### src/rtl/wb_pkg.sv
// Shared widths and the {dest, data} write-back entry used by the register write-back path.
package wb_pkg;

  localparam int REG_W  = 4;
  localparam int DATA_W = 32;
  localparam int NREGS  = 16;

  typedef struct packed {
    logic [REG_W-1:0]  dest;
    logic [DATA_W-1:0] data;
  } wb_entry_t;

endpackage

### src/rtl/reg_writeback_if.sv
// ALU, load and bank-write signal bundle of reg_writeback; the forwarding
// signals exist only when WB_FWD_EN is defined.
interface reg_writeback_if;
  import wb_pkg::*;

  logic              alu_valid;
  logic [REG_W-1:0]  alu_dest;
  logic [DATA_W-1:0] alu_data;
  logic              alu_ready;
  logic              ld_issue;
  logic [REG_W-1:0]  ld_issue_dest;
  logic              ld_valid;
  logic [REG_W-1:0]  ld_dest;
  logic [DATA_W-1:0] ld_data;
  logic              wb_en;
  logic [REG_W-1:0]  wb_dest;
  logic [DATA_W-1:0] wb_data;
  logic [NREGS-1:0]  busy;
  logic              issue_err;
`ifdef WB_FWD_EN
  logic [REG_W-1:0]  fwd_src;
  logic              fwd_hit;
  logic [DATA_W-1:0] fwd_data;
`endif

`ifdef WB_FWD_EN
  modport master (
    output alu_valid, alu_dest, alu_data, ld_issue, ld_issue_dest,
           ld_valid, ld_dest, ld_data, fwd_src,
    input  alu_ready, wb_en, wb_dest, wb_data, busy, issue_err,
           fwd_hit, fwd_data
  );
  modport slave (
    input  alu_valid, alu_dest, alu_data, ld_issue, ld_issue_dest,
           ld_valid, ld_dest, ld_data, fwd_src,
    output alu_ready, wb_en, wb_dest, wb_data, busy, issue_err,
           fwd_hit, fwd_data
  );
`else
  modport master (
    output alu_valid, alu_dest, alu_data, ld_issue, ld_issue_dest,
           ld_valid, ld_dest, ld_data,
    input  alu_ready, wb_en, wb_dest, wb_data, busy, issue_err
  );
  modport slave (
    input  alu_valid, alu_dest, alu_data, ld_issue, ld_issue_dest,
           ld_valid, ld_dest, ld_data,
    output alu_ready, wb_en, wb_dest, wb_data, busy, issue_err
  );
`endif

endinterface

### src/rtl/wb_fifo.sv
// DEPTH-entry FIFO of write-back entries; with WB_FWD_EN it also searches the
// live entries for the youngest one matching a destination register.
module wb_fifo
  import wb_pkg::*;
#(
  parameter int DEPTH = 4,
  parameter int AW    = 2
) (
  input  logic              clk,
  input  logic              reset,
  input  logic              push_i,
  input  wb_entry_t         pushEntry_i,
  input  logic              pop_i,
  output wb_entry_t         head_o,
  output logic              full_o,
  output logic              empty_o,
  output logic [AW:0]       count_o
`ifdef WB_FWD_EN
  ,
  input  logic [REG_W-1:0]  srchDest_i,
  output logic              srchHit_o,
  output logic [DATA_W-1:0] srchData_o
`endif
);

  localparam int CW = AW + 1;

  wb_entry_t         mem_q [DEPTH];
  logic [AW-1:0]     wrPtr_q;
  logic [AW-1:0]     rdPtr_q;
  logic [AW:0]       count_q;
  logic [AW:0]       count_d;
  logic              doPush;
  logic              doPop;

  assign full_o  = (count_q == CW'(DEPTH));
  assign empty_o = (count_q == '0);
  assign count_o = count_q;
  assign head_o  = mem_q[rdPtr_q];
  assign doPush  = push_i && !full_o;
  assign doPop   = pop_i && !empty_o;

  always_comb begin
    count_d = count_q;
    case ({doPush, doPop})
      2'b10:   count_d = count_q + CW'(1);
      2'b01:   count_d = count_q - CW'(1);
      default: count_d = count_q;
    endcase
  end

  // Storage carries no reset; count alone decides which slots are live.
  always_ff @(posedge clk) begin
    if (doPush) mem_q[wrPtr_q] <= pushEntry_i;
  end

  always_ff @(posedge clk or posedge reset) begin
    if (reset) begin
      wrPtr_q <= '0;
      rdPtr_q <= '0;
      count_q <= '0;
    end else begin
      if (doPush) wrPtr_q <= wrPtr_q + AW'(1);
      if (doPop)  rdPtr_q <= rdPtr_q + AW'(1);
      count_q <= count_d;
    end
  end

`ifdef WB_FWD_EN
  // Walk oldest to youngest so the last match seen is the youngest.
  always_comb begin
    logic [AW-1:0] idx;
    srchHit_o  = 1'b0;
    srchData_o = '0;
    idx        = '0;
    for (int i = 0; i < DEPTH; i++) begin
      idx = rdPtr_q + AW'(i);
      if ((CW'(i) < count_q) && (mem_q[idx].dest == srchDest_i)) begin
        srchHit_o  = 1'b1;
        srchData_o = mem_q[idx].data;
      end
    end
  end
`endif

endmodule

### src/rtl/reg_writeback.sv
// Serialises load returns and queued ALU results into one bank write per cycle
// and tracks pending loads per register. WB_FWD_EN adds a forwarding lookup.
module reg_writeback
  import wb_pkg::*;
#(
  parameter int DEPTH = 4,
  parameter int AW    = 2
) (
  input logic            clk,
  input logic            reset,
  reg_writeback_if.slave bus
);

  wb_entry_t         pushEntry;
  wb_entry_t         fifoHead;
  logic              fifoFull;
  logic              fifoEmpty;
  logic [AW:0]       unusedFifoCount;
  logic              fifoPush;
  logic              fifoPop;

  logic              wbEn_q,      wbEn_d;
  logic [REG_W-1:0]  wbDest_q,    wbDest_d;
  logic [DATA_W-1:0] wbData_q,    wbData_d;
  logic [NREGS-1:0]  busy_q,      busy_d;
  logic              issueErr_q,  issueErr_d;

`ifdef WB_FWD_EN
  logic              srchHit;
  logic [DATA_W-1:0] srchData;
`endif

  assign pushEntry     = '{dest: bus.alu_dest, data: bus.alu_data};
  assign bus.alu_ready = !fifoFull;
  assign fifoPush      = bus.alu_valid && !fifoFull;
  assign fifoPop       = !bus.ld_valid && !fifoEmpty;

  wb_fifo #(
    .DEPTH (DEPTH),
    .AW    (AW)
  ) u_fifo (
    .clk         (clk),
    .reset       (reset),
    .push_i      (fifoPush),
    .pushEntry_i (pushEntry),
    .pop_i       (fifoPop),
    .head_o      (fifoHead),
    .full_o      (fifoFull),
    .empty_o     (fifoEmpty),
    .count_o     (unusedFifoCount)
`ifdef WB_FWD_EN
    ,
    .srchDest_i  (bus.fwd_src),
    .srchHit_o   (srchHit),
    .srchData_o  (srchData)
`endif
  );

  // Loads own the write slot; an idle slot keeps dest/data at their last values.
  always_comb begin
    wbEn_d   = 1'b0;
    wbDest_d = wbDest_q;
    wbData_d = wbData_q;
    if (bus.ld_valid) begin
      wbEn_d   = 1'b1;
      wbDest_d = bus.ld_dest;
      wbData_d = bus.ld_data;
    end else if (!fifoEmpty) begin
      wbEn_d   = 1'b1;
      wbDest_d = fifoHead.dest;
      wbData_d = fifoHead.data;
    end
  end

  // Clear before set so a back-to-back load to the same register stays busy.
  always_comb begin
    busy_d = busy_q;
    if (bus.ld_valid) busy_d[bus.ld_dest] = 1'b0;
    if (bus.ld_issue) busy_d[bus.ld_issue_dest] = 1'b1;
    issueErr_d = issueErr_q |
                 (bus.ld_issue && busy_q[bus.ld_issue_dest] &&
                  !(bus.ld_valid && (bus.ld_dest == bus.ld_issue_dest)));
  end

  always_ff @(posedge clk or posedge reset) begin
    if (reset) begin
      wbEn_q     <= 1'b0;
      wbDest_q   <= '0;
      wbData_q   <= '0;
      busy_q     <= '0;
      issueErr_q <= 1'b0;
    end else begin
      wbEn_q     <= wbEn_d;
      wbDest_q   <= wbDest_d;
      wbData_q   <= wbData_d;
      busy_q     <= busy_d;
      issueErr_q <= issueErr_d;
    end
  end

  assign bus.wb_en     = wbEn_q;
  assign bus.wb_dest   = wbDest_q;
  assign bus.wb_data   = wbData_q;
  assign bus.busy      = busy_q;
  assign bus.issue_err = issueErr_q;

`ifdef WB_FWD_EN
  always_comb begin
    bus.fwd_hit  = 1'b0;
    bus.fwd_data = '0;
    if (bus.ld_valid && (bus.ld_dest == bus.fwd_src)) begin
      bus.fwd_hit  = 1'b1;
      bus.fwd_data = bus.ld_data;
    end else if (srchHit) begin
      bus.fwd_hit  = 1'b1;
      bus.fwd_data = srchData;
    end else if (wbEn_q && (wbDest_q == bus.fwd_src)) begin
      bus.fwd_hit  = 1'b1;
      bus.fwd_data = wbData_q;
    end
  end
`endif

endmodule

### src/flat_wrapper.sv
// flat-port wrapper written by rule: the top's interface ports become plain ports
module reg_writeback_flat import wb_pkg::*;
#(
  parameter int DEPTH = 4,
  parameter int AW    = 2
)
  (clk, reset, bus_alu_valid, bus_alu_dest, bus_alu_data, bus_ld_issue, bus_ld_issue_dest, bus_ld_valid, bus_ld_dest, bus_ld_data, bus_alu_ready, bus_wb_en, bus_wb_dest, bus_wb_data, bus_busy, bus_issue_err);
  reg_writeback_if bus_i ();
  input logic clk;
  input logic reset;
  input wire logic [$bits(bus_i.alu_valid)-1:0] bus_alu_valid;
  input wire logic [$bits(bus_i.alu_dest)-1:0] bus_alu_dest;
  input wire logic [$bits(bus_i.alu_data)-1:0] bus_alu_data;
  input wire logic [$bits(bus_i.ld_issue)-1:0] bus_ld_issue;
  input wire logic [$bits(bus_i.ld_issue_dest)-1:0] bus_ld_issue_dest;
  input wire logic [$bits(bus_i.ld_valid)-1:0] bus_ld_valid;
  input wire logic [$bits(bus_i.ld_dest)-1:0] bus_ld_dest;
  input wire logic [$bits(bus_i.ld_data)-1:0] bus_ld_data;
  output wire logic [$bits(bus_i.alu_ready)-1:0] bus_alu_ready;
  output wire logic [$bits(bus_i.wb_en)-1:0] bus_wb_en;
  output wire logic [$bits(bus_i.wb_dest)-1:0] bus_wb_dest;
  output wire logic [$bits(bus_i.wb_data)-1:0] bus_wb_data;
  output wire logic [$bits(bus_i.busy)-1:0] bus_busy;
  output wire logic [$bits(bus_i.issue_err)-1:0] bus_issue_err;
  assign bus_i.alu_valid = bus_alu_valid;
  assign bus_i.alu_dest = bus_alu_dest;
  assign bus_i.alu_data = bus_alu_data;
  assign bus_i.ld_issue = bus_ld_issue;
  assign bus_i.ld_issue_dest = bus_ld_issue_dest;
  assign bus_i.ld_valid = bus_ld_valid;
  assign bus_i.ld_dest = bus_ld_dest;
  assign bus_i.ld_data = bus_ld_data;
  assign bus_alu_ready = bus_i.alu_ready;
  assign bus_wb_en = bus_i.wb_en;
  assign bus_wb_dest = bus_i.wb_dest;
  assign bus_wb_data = bus_i.wb_data;
  assign bus_busy = bus_i.busy;
  assign bus_issue_err = bus_i.issue_err;
  reg_writeback #(.DEPTH(DEPTH), .AW(AW)) u_core (.clk(clk), .reset(reset), .bus(bus_i));
endmodule
### config.mk
export PLATFORM = sky130hd
export DESIGN_NAME = reg_writeback_flat
export DESIGN_NICKNAME = d
export VERILOG_FILES = /design/src/rtl/wb_pkg.sv /design/src/rtl/reg_writeback_if.sv /design/src/rtl/wb_fifo.sv /design/src/rtl/reg_writeback.sv /design/src/flat_wrapper.sv
export SDC_FILE = /design/constraint.sdc
export NUM_CORES = 1
export LEC_CHECK = 0
export CORE_MARGIN = 2
export CORE_UTILIZATION = 50
export CTS_CLUSTER_DIAMETER = 80
export DETAILED_ROUTE_END_ITERATION = 8
export PLACE_DENSITY = 0.76
export SLEW_MARGIN = 20
export SYNTH_ARGS = -nofsm -noshare
export SYNTH_HDL_FRONTEND = slang
export SYNTH_HIERARCHICAL = 1
export SYNTH_SLANG_ARGS = --single-unit
### constraint.sdc
create_clock -name clk -period 3 [get_ports clk]
set_clock_uncertainty 0.15 [all_clocks]
set_input_delay 0.3 -clock clk [delete_from_list [all_inputs] [get_ports clk]]
set_output_delay 0.3 -clock clk [all_outputs]
set_load 0.005 [all_outputs]
Yosys cells after proc, flatten, opt, wreduce, memory -nomap -nowiden

Memories as Yosys holds them, arrays and structs flattened.
Index checks and enable logic that the tools add are counted.
Widths: inputs -> output; s select.

Bitwise operators: 4
Multiplexer cells: 17
Add/subtract/negate cells: 4
Equal/unequal tests: 5
Reduce and logical (&&, ||, !) cells: 15
$lt $le $gt $ge: 4

Operator list:

| cell                | count |
|---|---|
| $mux 32             | 2 |
| $mux 16             | 2 |
| $and 16x16->16      | 1 |
| $not 16->16         | 1 |
| $or 16x16->16       | 1 |
| $lt 4x5->1 const B  | 2 |
| $logic_and 1x1->1   | 9 |
| $demux 1 s4         | 2 |
| $ge 4x1->1 const B  | 2 |
| $mux 4              | 2 |
| $mux 1              | 7 |
| $pmux 3 s2          | 1 |
| $add 2x1->2 const B | 2 |
| $bmux 1 s4          | 1 |
| $eq 4x4->1          | 1 |
| $logic_not 1->1     | 4 |
| $add 3x1->3 const B | 1 |
| $eq 3x3->1 const B  | 1 |
| $logic_not 3->1     | 1 |
| $sub 3x1->3 const B | 1 |
| $eq 2x1->1 const B  | 1 |
| $eq 2x2->1 const B  | 1 |
| $ne 2x2->1 const B  | 1 |
| $reduce_bool 2->1   | 1 |
| $or 1x1->1          | 1 |

Word-level logic and storage cells: 58
Memory bits (writable): 144
Register bits: 61
Memories: 1
Input port bits: 81

Memory list:

| memory              | depth | width | rd ports | clocked after memory_dff | write ports | RTL line      | RTL |
|---|---|---|---|---|---|---|---|
| u_core.u_fifo.mem_q | 4     | 36    | 1        | 0                        | 1           | wb_fifo.sv:28 | `wb_entry_t mem_q [DEPTH];` |

Logic depth before layout (Yosys ltp)

Gate-level depths: netlist (run 1).

Depth after elaboration: 9
Gate-level depth with buffers: 12
Mapped depth without buffers: 10

Modules after synthesis

Netlist (run 1), hierarchy kept.

By module, submodules not included:

| module        | cells an instance | area each (um2) | sequential area each (um2) | times used |
|---|---|---|---|---|
| wb_fifo       | 226               | 5,639.2         | 4,499.3                    | 1 |
| reg_writeback | 255               | 2,592.5         | 1,351.3                    | 1 |

Least setup slack after synthesis (run 1)

OpenSTA, ideal clock, no wires.

Path kind: register -> register
From: register u_core.u_fifo.count_q[0] (netlist: u_core/u_fifo/count_o[0])
To: register u_core.u_fifo.count_q[2] (netlist: u_core/u_fifo/count_o[2])
Arrival time: 2.222 ns
Path slack: 0.548 ns
Stages on the path, launching flop included: 13
Required time: 2.771 ns
Cells stage by stage: dfrtp_1 > nor3_1 > clkbuf_1 > buf_2 > buf_2 > nor2_1 > o31a_1 > ha_1 > inv_1 > fa_1 > xor2_1 > nor2_1 > xor2_1

Cells in the longest elaborated chain, start to end: 6
Elaborated cells on any way between the ends: 14
Those cells by class: add/sub: 2; eq/ne: 3; mux: 1; reduce/logical: 8

Ends and longest elaborated chain:

| what                                                   | RTL line            | RTL |
|---|---|---|
| start, declared                                        | wb_fifo.sv:31       | `logic [AW:0] count_q;` |
| start signal, assigned                                 | wb_fifo.sv:65       | `count_q <= count_d;` |
| $logic_not 3->1 *                                      | wb_fifo.sv:37       | `assign empty_o = (count_q == '0);` |
| net u_core.fifoEmpty                                   | reg_writeback.sv:17 | `logic fifoEmpty;` |
| $logic_not 1->1 *                                      | reg_writeback.sv:36 | `assign fifoPop = !bus.ld_valid && !fifoEmpty;` |
| $logic_and 1x1->1 *                                    | reg_writeback.sv:36 |  |
| net u_core.fifoPop                                     | reg_writeback.sv:20 | `logic fifoPop;` |
| $logic_and 1x1->1 *                                    | wb_fifo.sv:41       | `assign doPop = pop_i && !empty_o;` |
| net u_core.u_fifo.doPop                                | wb_fifo.sv:34       | `logic doPop;` |
| $eq 2x1->1 / $eq 2x2->1 (equally long branches)        | wb_fifo.sv:45       | `case ({doPush, doPop})` |
| $pmux 3 s2 / $reduce_bool 2->1 (equally long branches) | --                  |  |

Mark *: on every way through the listed nets, which the timed path passes. The rest lies on a longest branch.
A chain may end at the register's enable or synchronous reset.

Worst setup path in the final report (run 1)

From: register u_core.u_fifo.count_q[0] (netlist: u_core/u_fifo/count_o[0])
To: register u_core.u_fifo.count_q[2] (netlist: u_core/u_fifo/count_o[2])

Cells in the longest elaborated chain, start to end: 6
Elaborated cells on any way between the ends: 14
Those cells by class: add/sub: 2; eq/ne: 3; mux: 1; reduce/logical: 8

Ends and longest elaborated chain:

| what                                                   | RTL line            | RTL |
|---|---|---|
| $eq 3x3->1 *                                           | wb_fifo.sv:36       | `assign full_o = (count_q == CW'(DEPTH));` |
| net u_core.fifoFull                                    | reg_writeback.sv:16 | `logic fifoFull;` |
| $logic_not 1->1 *                                      | reg_writeback.sv:35 | `assign fifoPush = bus.alu_valid && !fifoFull;` |
| $logic_and 1x1->1 *                                    | reg_writeback.sv:35 |  |
| net u_core.fifoPush                                    | reg_writeback.sv:19 | `logic fifoPush;` |
| $logic_and 1x1->1 *                                    | wb_fifo.sv:40       | `assign doPush = push_i && !full_o;` |
| $eq 2x1->1 / $eq 2x2->1 (equally long branches)        | wb_fifo.sv:45       |  |
| $pmux 3 s2 / $reduce_bool 2->1 (equally long branches) | --                  |  |

Marked as above.

==> results of run 1 <==
[synthesized netlist by cell type]
cell type / n
dfrtp_1: 61
buf_12: 2
buf_4: 1
a211oi_1: 1
mux4_2: 37
nand3_1: 5
mux2i_1: 39
buf_2: 9
buf_6: 2
o21ai_0: 65
a211o_1: 1
nor3b_2: 1
inv_1: 10
and2_1: 4
nand2b_1: 7
edfxtp_1: 144
mux4_1: 2
o31a_1: 1
clkbuf_1: 10
or2_2: 2
buf_1: 1
ha_1: 5
nand3b_1: 2
fa_1: 1
mux2_2: 1
nor2b_2: 1
nor3_1: 2
xnor2_1: 4
nand2_1: 43
nor2_1: 4
a41o_1: 1
o31ai_1: 2
o22ai_1: 1
nor2b_1: 3
xor2_1: 6
[power breakdown]
part | total [µW] | internal (µW) | switching, µW | leakage [µW]
sequential | 4130 | 3760 | 369 | 0.00204
combinational | 2690 | 1500 | 1180 | 0.00135
clock | 2680 | 1650 | 1030 | 0.000364
total | 9490 | 6920 | 2570 | 0.00375
[worst paths after layout]
path,slack (ns),from,end,cells after the start
min in group clk,0.16,bus_ld_valid,u_core/u_fifo/rdPtr_q[1],5
worst max-delay path,0.60,u_core/u_fifo/count_o[0],u_core/u_fifo/count_o[2],10
worst max register to register,0.60,u_core/u_fifo/count_o[0],u_core/u_fifo/count_o[2],10
worst min register to register,0.32,u_core/bus.issue_err,u_core/bus.issue_err,1
max in group asynchronous,2.01,reset,u_core/bus.wb_dest[1],3
worst min-delay path,0.02,reset,u_core/u_fifo/count_o[0],2
[kinds of logic (layout without fill, tap and decap cells)]
family	Yosys count	after routing	share of synthesized area [%]
compound gates	72	72	4.64
xor+xnor	10	10	1.06
fa+ha+maj	6	6	1.00
buf+inv	35	195	2.36
flops	205	205	71.1
mux	79	79	15.6
simple gates	74	74	4.23
[area by class of cell]
cell class | count | area share (%)
repair buffers | 145 | 14.1
flip-flops and latches | 205 | 55.3
well taps | 216 | 2.55
clock buffers | 31 | 6.00
inverters | 10 | 0.354
clock inverters | 9 | 0.933
multi-input cells | 241 | 20.7
[registers in the layout, summed over array words and instances (netlist names)]
signal	cells
u_core/bus.busy	16
u_core/bus.issue_err	1
u_core/bus.wb_en	1
u_core/u_fifo/wrPtr_q	2
u_core/u_fifo/count_o	3
u_core/bus.wb_data	32
u_core/u_fifo/mem_q	144
u_core/bus.wb_dest	4
u_core/u_fifo/rdPtr_q	2
[routing by layer]
layer	global-route usage, %	share of wire (%)	vias to the layer above
li1	-	-	2129
met1	27.4	44	2390
met2	32.2	49	163
met3	3.88	6.2	20
met4	4.00	0.94	0
met5	0	0	-
[metrics by stage]
step | hold WS, ns | cells | total power (µW)
6_report | 0.0221 | 857 | 9490
5_1_grt | 0.0383 | 857 | 10000
4_1_cts | 0.00900 | 857 | 9630
3_5_place_dp | 0.307 | 817 | 6910
3_3_place_gp | 0.302 | 817 | 6800
2_1_floorplan | -0.0466 | 481 | 5770
[worst register-to-register path, delay by kind of cell (launching register included)]
family / cells / cell delay, ns
XOR/XNOR: 2 / 0.32
adder cells (fa/ha/maj): 2 / 0.55
buffers and inverters: 2 / 0.14
flip-flops: 1 / 0.44
AND/OR/NAND/NOR: 4 / 0.73
==> key figures, run 1 <==
Layout
  – Synth-to-Final Area Change: 28.6%
  – Commonest non-fill, non-tap cells in the layout: edfxtp_1 (144), clkdlybuf4s50_1 (134), o21ai_0 (65)
  – Share of cells above drive strength 1: 14.7%
  – Area taken by multi-input logic gates: 0.00220 mm²
  – Fill cell count: 1116
  – Final design utilization: 66.2%
  – Ant diodes: 0
  – Final nets: 712
  – Register area: 0.00585 mm²
  – Post-route cell area: 0.0106 mm²
  – Most common cell after layout, fill and taps aside: edfxtp_1

Worst setup path
  – Crit-path leading delay family: simple AND/OR/NAND/NOR gates
  – WP data arrival: 2.66 ns
  – CP startpoint kind: flip-flop
  – Critical-path top delay cell: dfrtp_1
  – Critical-path maximum fanout: 7
  – CP required: 3.25 ns
  – WP buf/inv: 2
  – Worst path max stage delay: 0.44 ns
  – Crit-path cells: nor3b_2 > nor2b_1 > nor2b_2 > inv_1 > ha_1 > inv_1 > fa_1 > xor2_1 > nor2_1 > xor2_1
  – CP endpoint kind: flip-flop
  – Crit Path Class: flip-flop to flip-flop

Floorplan
  – Initial Util: 51.4%
  – Std cell rows: 46
  – Full die area: 0.0175 mm²
  – Die Width: 132 µm
  – IO Count: 136
  – Core area: 0.0160 mm²
  – Die Span Y: 132 µm

Outcome
  – Status: finished clean

Place
  – Port bufs: 135
  – DP Worst Slack: 0.516 ns
  – Routability cong.: 0.837
  – DP HPWL: 10900 µm
  – Placed inst area: 0.00985 mm²

Detailed routing
  – Via-per-instance ratio: 5.49
  – Detailed Route WL: 16600 µm
  – DRC Markers: 0
  – Drt wl/cell: 19.4 µm
  – Vias: 4702
  – Initial DRC count: 279
  – 1st-pass router iterations: 4
  – Post-DRT Antenna Nets: 0

Synth
  – Post-synthesis average cell area: 17.1 µm²
  – Library cells used by synthesis: 35
  – Cells after Synth: 481
  – Seq/Total Area, Yosys: 71.1%
  – Area share of the largest cell type after synthesis: 52.5%
  – Net Count, Synth: 568
  – Flops & latches, synth: 205
  – Post-synth top area cell: edfxtp_1
  – Largest cells by area after synthesis: edfxtp_1 (53%), dfrtp_1 (19%), mux4_2 (10%)
  – Synth Warn #: 6
  – Mapped cell area: 0.00823 mm²

Job
  – Max-cap check violation count: 0

STA
  – Final WS setup: 0.597 ns
  – Maximum clock rate: 0.416 GHz
  – Setup tns final: 0 ns
  – Final Hold Viols: 0
  – Least-Margin Pin Slew: 0.708 ns
  – Rel. slew slack: 52.8%
  – Final setup fails: 0
  – Tcrit/Tclk final: 80.1%
  – Final Slew Violations: 0
  – RSZ-0062 raised after global routing: false
  – Min cycle time layout: 2.40 ns

Power
  – PwrDens: 897 mW/mm²
  – Leakage dissipation: 0.00375 µW
  – Peak supply drop: 0.000610 V

CTS
  – CTS tree: built
  – CTS Buffer Depth: 3
  – Worst-skew pair later-pin latency: 0.48 ns
  – CTS sink cnt: 205
  – H-tree depth: 1
  – Post_cts resized: 0
  – Clk Tree Root Cell: clkbuf_16
  – Num CTS Buffers: 22
  – Hold Buf Count CTS: 0
  – Setup bufs post-CTS: 0
  – Clock-pin slew on the worst setup and hold paths: 0.06 ns

Global routing
  – Overflow after GRT: 0
  – Initial antenna violation count: 0
  – Total GRT Usage: 19.5%
  – Maximum number of pins on one net before global-route repair: 77
  – Vias in the first global route: 5080
  – First-pass GRT wire length: 27100 µm

Worst hold path
  – Hold Path Class: primary input to async pin
No activity file was read; power rests on OpenSTA's default activity.
==> run 2: changes to the inputs <==
==> constraint.sdc (replaced) <==
create_clock -name clk -period 2.45 [get_ports clk]
set_clock_uncertainty 0.15 [all_clocks]
set_input_delay 0.245 -clock clk [delete_from_list [all_inputs] [get_ports clk]]
set_output_delay 0.245 -clock clk [all_outputs]
set_load 0.005 [all_outputs]
==> key figures, run 2 (synthesis gave the netlist of run 1 again) <==
Place
  – Routability cong.: 0.855 (+2.1%)
  – Port bufs: 135 (unchanged)
  – DP HPWL: 11600 µm (+6.2%)

Detailed routing
  – Detailed Route WL: 17100 µm (+2.7%)
  – Drt wl/cell: 19.7 µm (+1.4%)
  – Post-DRT Antenna Nets: 0 (unchanged)
  – Initial DRC count: 260 (-6.8%)
  – Via-per-instance ratio: 5.46 (-0.55%)
  – Vias: 4736 (+0.72%)
  – 1st-pass router iterations: 4 (unchanged)
  – DRC Markers: 0 (unchanged)

Layout
  – Largest reg by FF count: u_core/u_fifo/mem_q
  – Final design utilization: 66.2% (about the same)
  – Final nets: 725 (+1.8%)
  – Commonest non-fill, non-tap cells in the layout: edfxtp_1 (144), clkdlybuf4s50_1 (134), o21ai_0 (65)
  – Area taken by multi-input logic gates: 0.00221 mm² (+0.74%)
  – Ant diodes: 0 (unchanged)
  – Synth-to-Final Area Change: 28.7% (about the same)
  – Number of flip-flops in the largest register: 144 (unchanged)
  – Fill cell count: 1126 (+0.90%)
  – Share of cells above drive strength 1: 16.1% (+1.4 points)
  – Register area: 0.00586 mm² (about the same)
  – Most common cell after layout, fill and taps aside: edfxtp_1

Global routing
  – Overflow after GRT: 0 (unchanged)
  – Vias in the first global route: 5021 (-1.2%)
  – Initial antenna violation count: 0 (unchanged)
  – Total GRT Usage: 19.9% (+0.45 points)
  – First-pass GRT wire length: 27400 µm (+0.81%)
  – Maximum number of pins on one net before global-route repair: 49 (-36%)

Power
  – PwrDens: 1070 mW/mm² (+20%)
  – Peak supply drop: 0.000542 V (-11%)
  – Sw Pwr: 3160 µW (+23%)
  – Clock Power Share: 25.0% (-3.2 points)
  – Leakage dissipation: 0.00376 µW (+0.13%)
  – Sw Ratio: 27.8% (+0.67 points)
  – Share of power burned in registers: 44.4% (+0.9 points)
  – Comb pwr share: 30.6% (+2.3 points)
  – Int Pwr: 8210 µW (+19%)

Worst setup path
  – Worst-case reg-to-reg path depth: 10 (unchanged)
  – Critical path endpoint: u_core/u_fifo/count_o[2]
  – CP endpoint kind: flip-flop
  – CP startpoint kind: flip-flop
  – Critical-path maximum fanout: 7 (unchanged)
  – CP required: 2.70 ns (-0.55 ns)
  – Crit Path Class: flip-flop to flip-flop
  – WP data arrival: 2.56 ns (-0.10 ns)
  – Critical R2R Launch: u_core/u_fifo/count_o[1]
  – CP Launch Point: u_core/u_fifo/count_o[1]
  – R2R Path End: u_core/u_fifo/count_o[2]
  – FF-to-FF setup slack: 0.14 ns (-0.46 ns)

Floorplan
  – Die Span Y: 132 µm (unchanged)
  – Initial Util: 51.4% (unchanged)
  – Full die area: 0.0175 mm² (unchanged)
  – IO Count: 136 (unchanged)
  – Std cell rows: 46 (unchanged)
  – Core area: 0.0160 mm² (unchanged)
  – Die Width: 132 µm (unchanged)

STA
  – Final Hold Viols: 0 (unchanged)
  – Setup tns final: 0 ns (unchanged)
  – Tcrit/Tclk final: 94.3% (+14 points)
  – Rel. slew slack: 53.9% (+1.1 points)
  – Min cycle time layout: 2.31 ns (-0.0938 ns)
  – Maximum clock rate: 0.433 GHz (+4.1%)
  – Least-Margin Pin Slew: 0.692 ns (-0.0158 ns)
  – Final Slew Violations: 0 (unchanged)
  – RSZ-0062 raised after global routing: false
  – Final setup fails: 0 (unchanged)

CTS
  – Num CTS Buffers: 21 (-4.5%)
  – Worst-skew pair later-pin latency: 0.48 ns (about the same)
  – CTS tree: built
  – Clock-pin slew on the worst setup and hold paths: 0.06 ns (about the same)
  – CTS sink cnt: 205 (unchanged)
  – Clk Tree Root Cell: clkbuf_16
  – CTS Buffer Depth: 3 (unchanged)
  – H-tree depth: 1 (unchanged)

Outcome
  – Status: finished clean

Worst hold path
  – Hold Path Class: primary input to flip-flop

Job
  – Max-cap check violation count: 0 (unchanged)
[run 2: worst min path at each step]
stage                               startpoint                        to  slack (ns)  depth (start not counted)
final                             bus_ld_valid  u_core/u_fifo/rdPtr_q[0]        0.09                          4
after global routing              bus_ld_valid  u_core/u_fifo/rdPtr_q[0]        0.11                          4
after detailed placement  u_core/bus.issue_err      u_core/bus.issue_err        0.32                          1
after global placement    u_core/bus.issue_err      u_core/bus.issue_err        0.30                          1
after CTS                         bus_ld_valid  u_core/u_fifo/rdPtr_q[0]        0.07                          4
after floorplan                          reset  u_core/u_fifo/count_o[0]       -0.10                          1
[run 2: critical path: stages, from the launching register on]
cell     delay [ns]
dfrtp_2        0.43
nor3b_4        0.29
nor2b_1        0.08
nor2b_4        0.16
inv_1          0.07
ha_2           0.18
inv_1          0.06
fa_2           0.33
xor2_1         0.18
nor2_1         0.14
xor2_1         0.15
[run 2: timing repair]
| item | in CTS | in global routing |
|---|---|---|
| gates resized for setup | 0 | 6 |
| endpoints found under the hold margin | 7 | 0 |
| hold buffers | 1 | 0 |
| setup endpoints to repair | 0 | 1 |
| setup buffers | 0 | 5 |
[run 2: cell type report]
cell class	count	share of cell area [%]
sequential	205	55.3
multi-input combinational	241	20.9
inverter	10	0.354
tap	216	2.55
clock buffer	30	5.47
clock inverter	7	0.319
timing repair buffer	159	15.1
[run 2: through the flow]
stage | setup WS, ns | cells | hold WS, ns | total power, µW | area (µm²)
2_1_floorplan | 0.0248 | 481 | -0.102 | 7070 | 8230
3_3_place_gp | 0.157 | 825 | 0.299 | 8380 | 9910
3_5_place_dp | 0.0300 | 825 | 0.317 | 8540 | 9910
4_1_cts | 0.0255 | 863 | 0.0741 | 11400 | 10500
5_1_grt | 0.0267 | 868 | 0.114 | 11900 | 10600
6_report | 0.141 | 868 | 0.0913 | 11400 | 10600
[run 2: power groups by stage]
stage	registers [µW]	clock network (µW)	logic (µW)
after floorplan	4950	0	2120
after CTS	5060	2910	3440
after detailed placement	5120	0	3410
after global placement	5070	0	3310
after global routing	5130	3050	3770
final	5040	2840	3480
[run 2: per-layer routing]
layer	up-vias	share of wire, %	track usage (%)
met5	-	0	0
met4	0	2.0	5.56
met3	26	5.9	3.65
met2	174	50	34.7
met1	2384	42	26.0
li1	2152	-	-
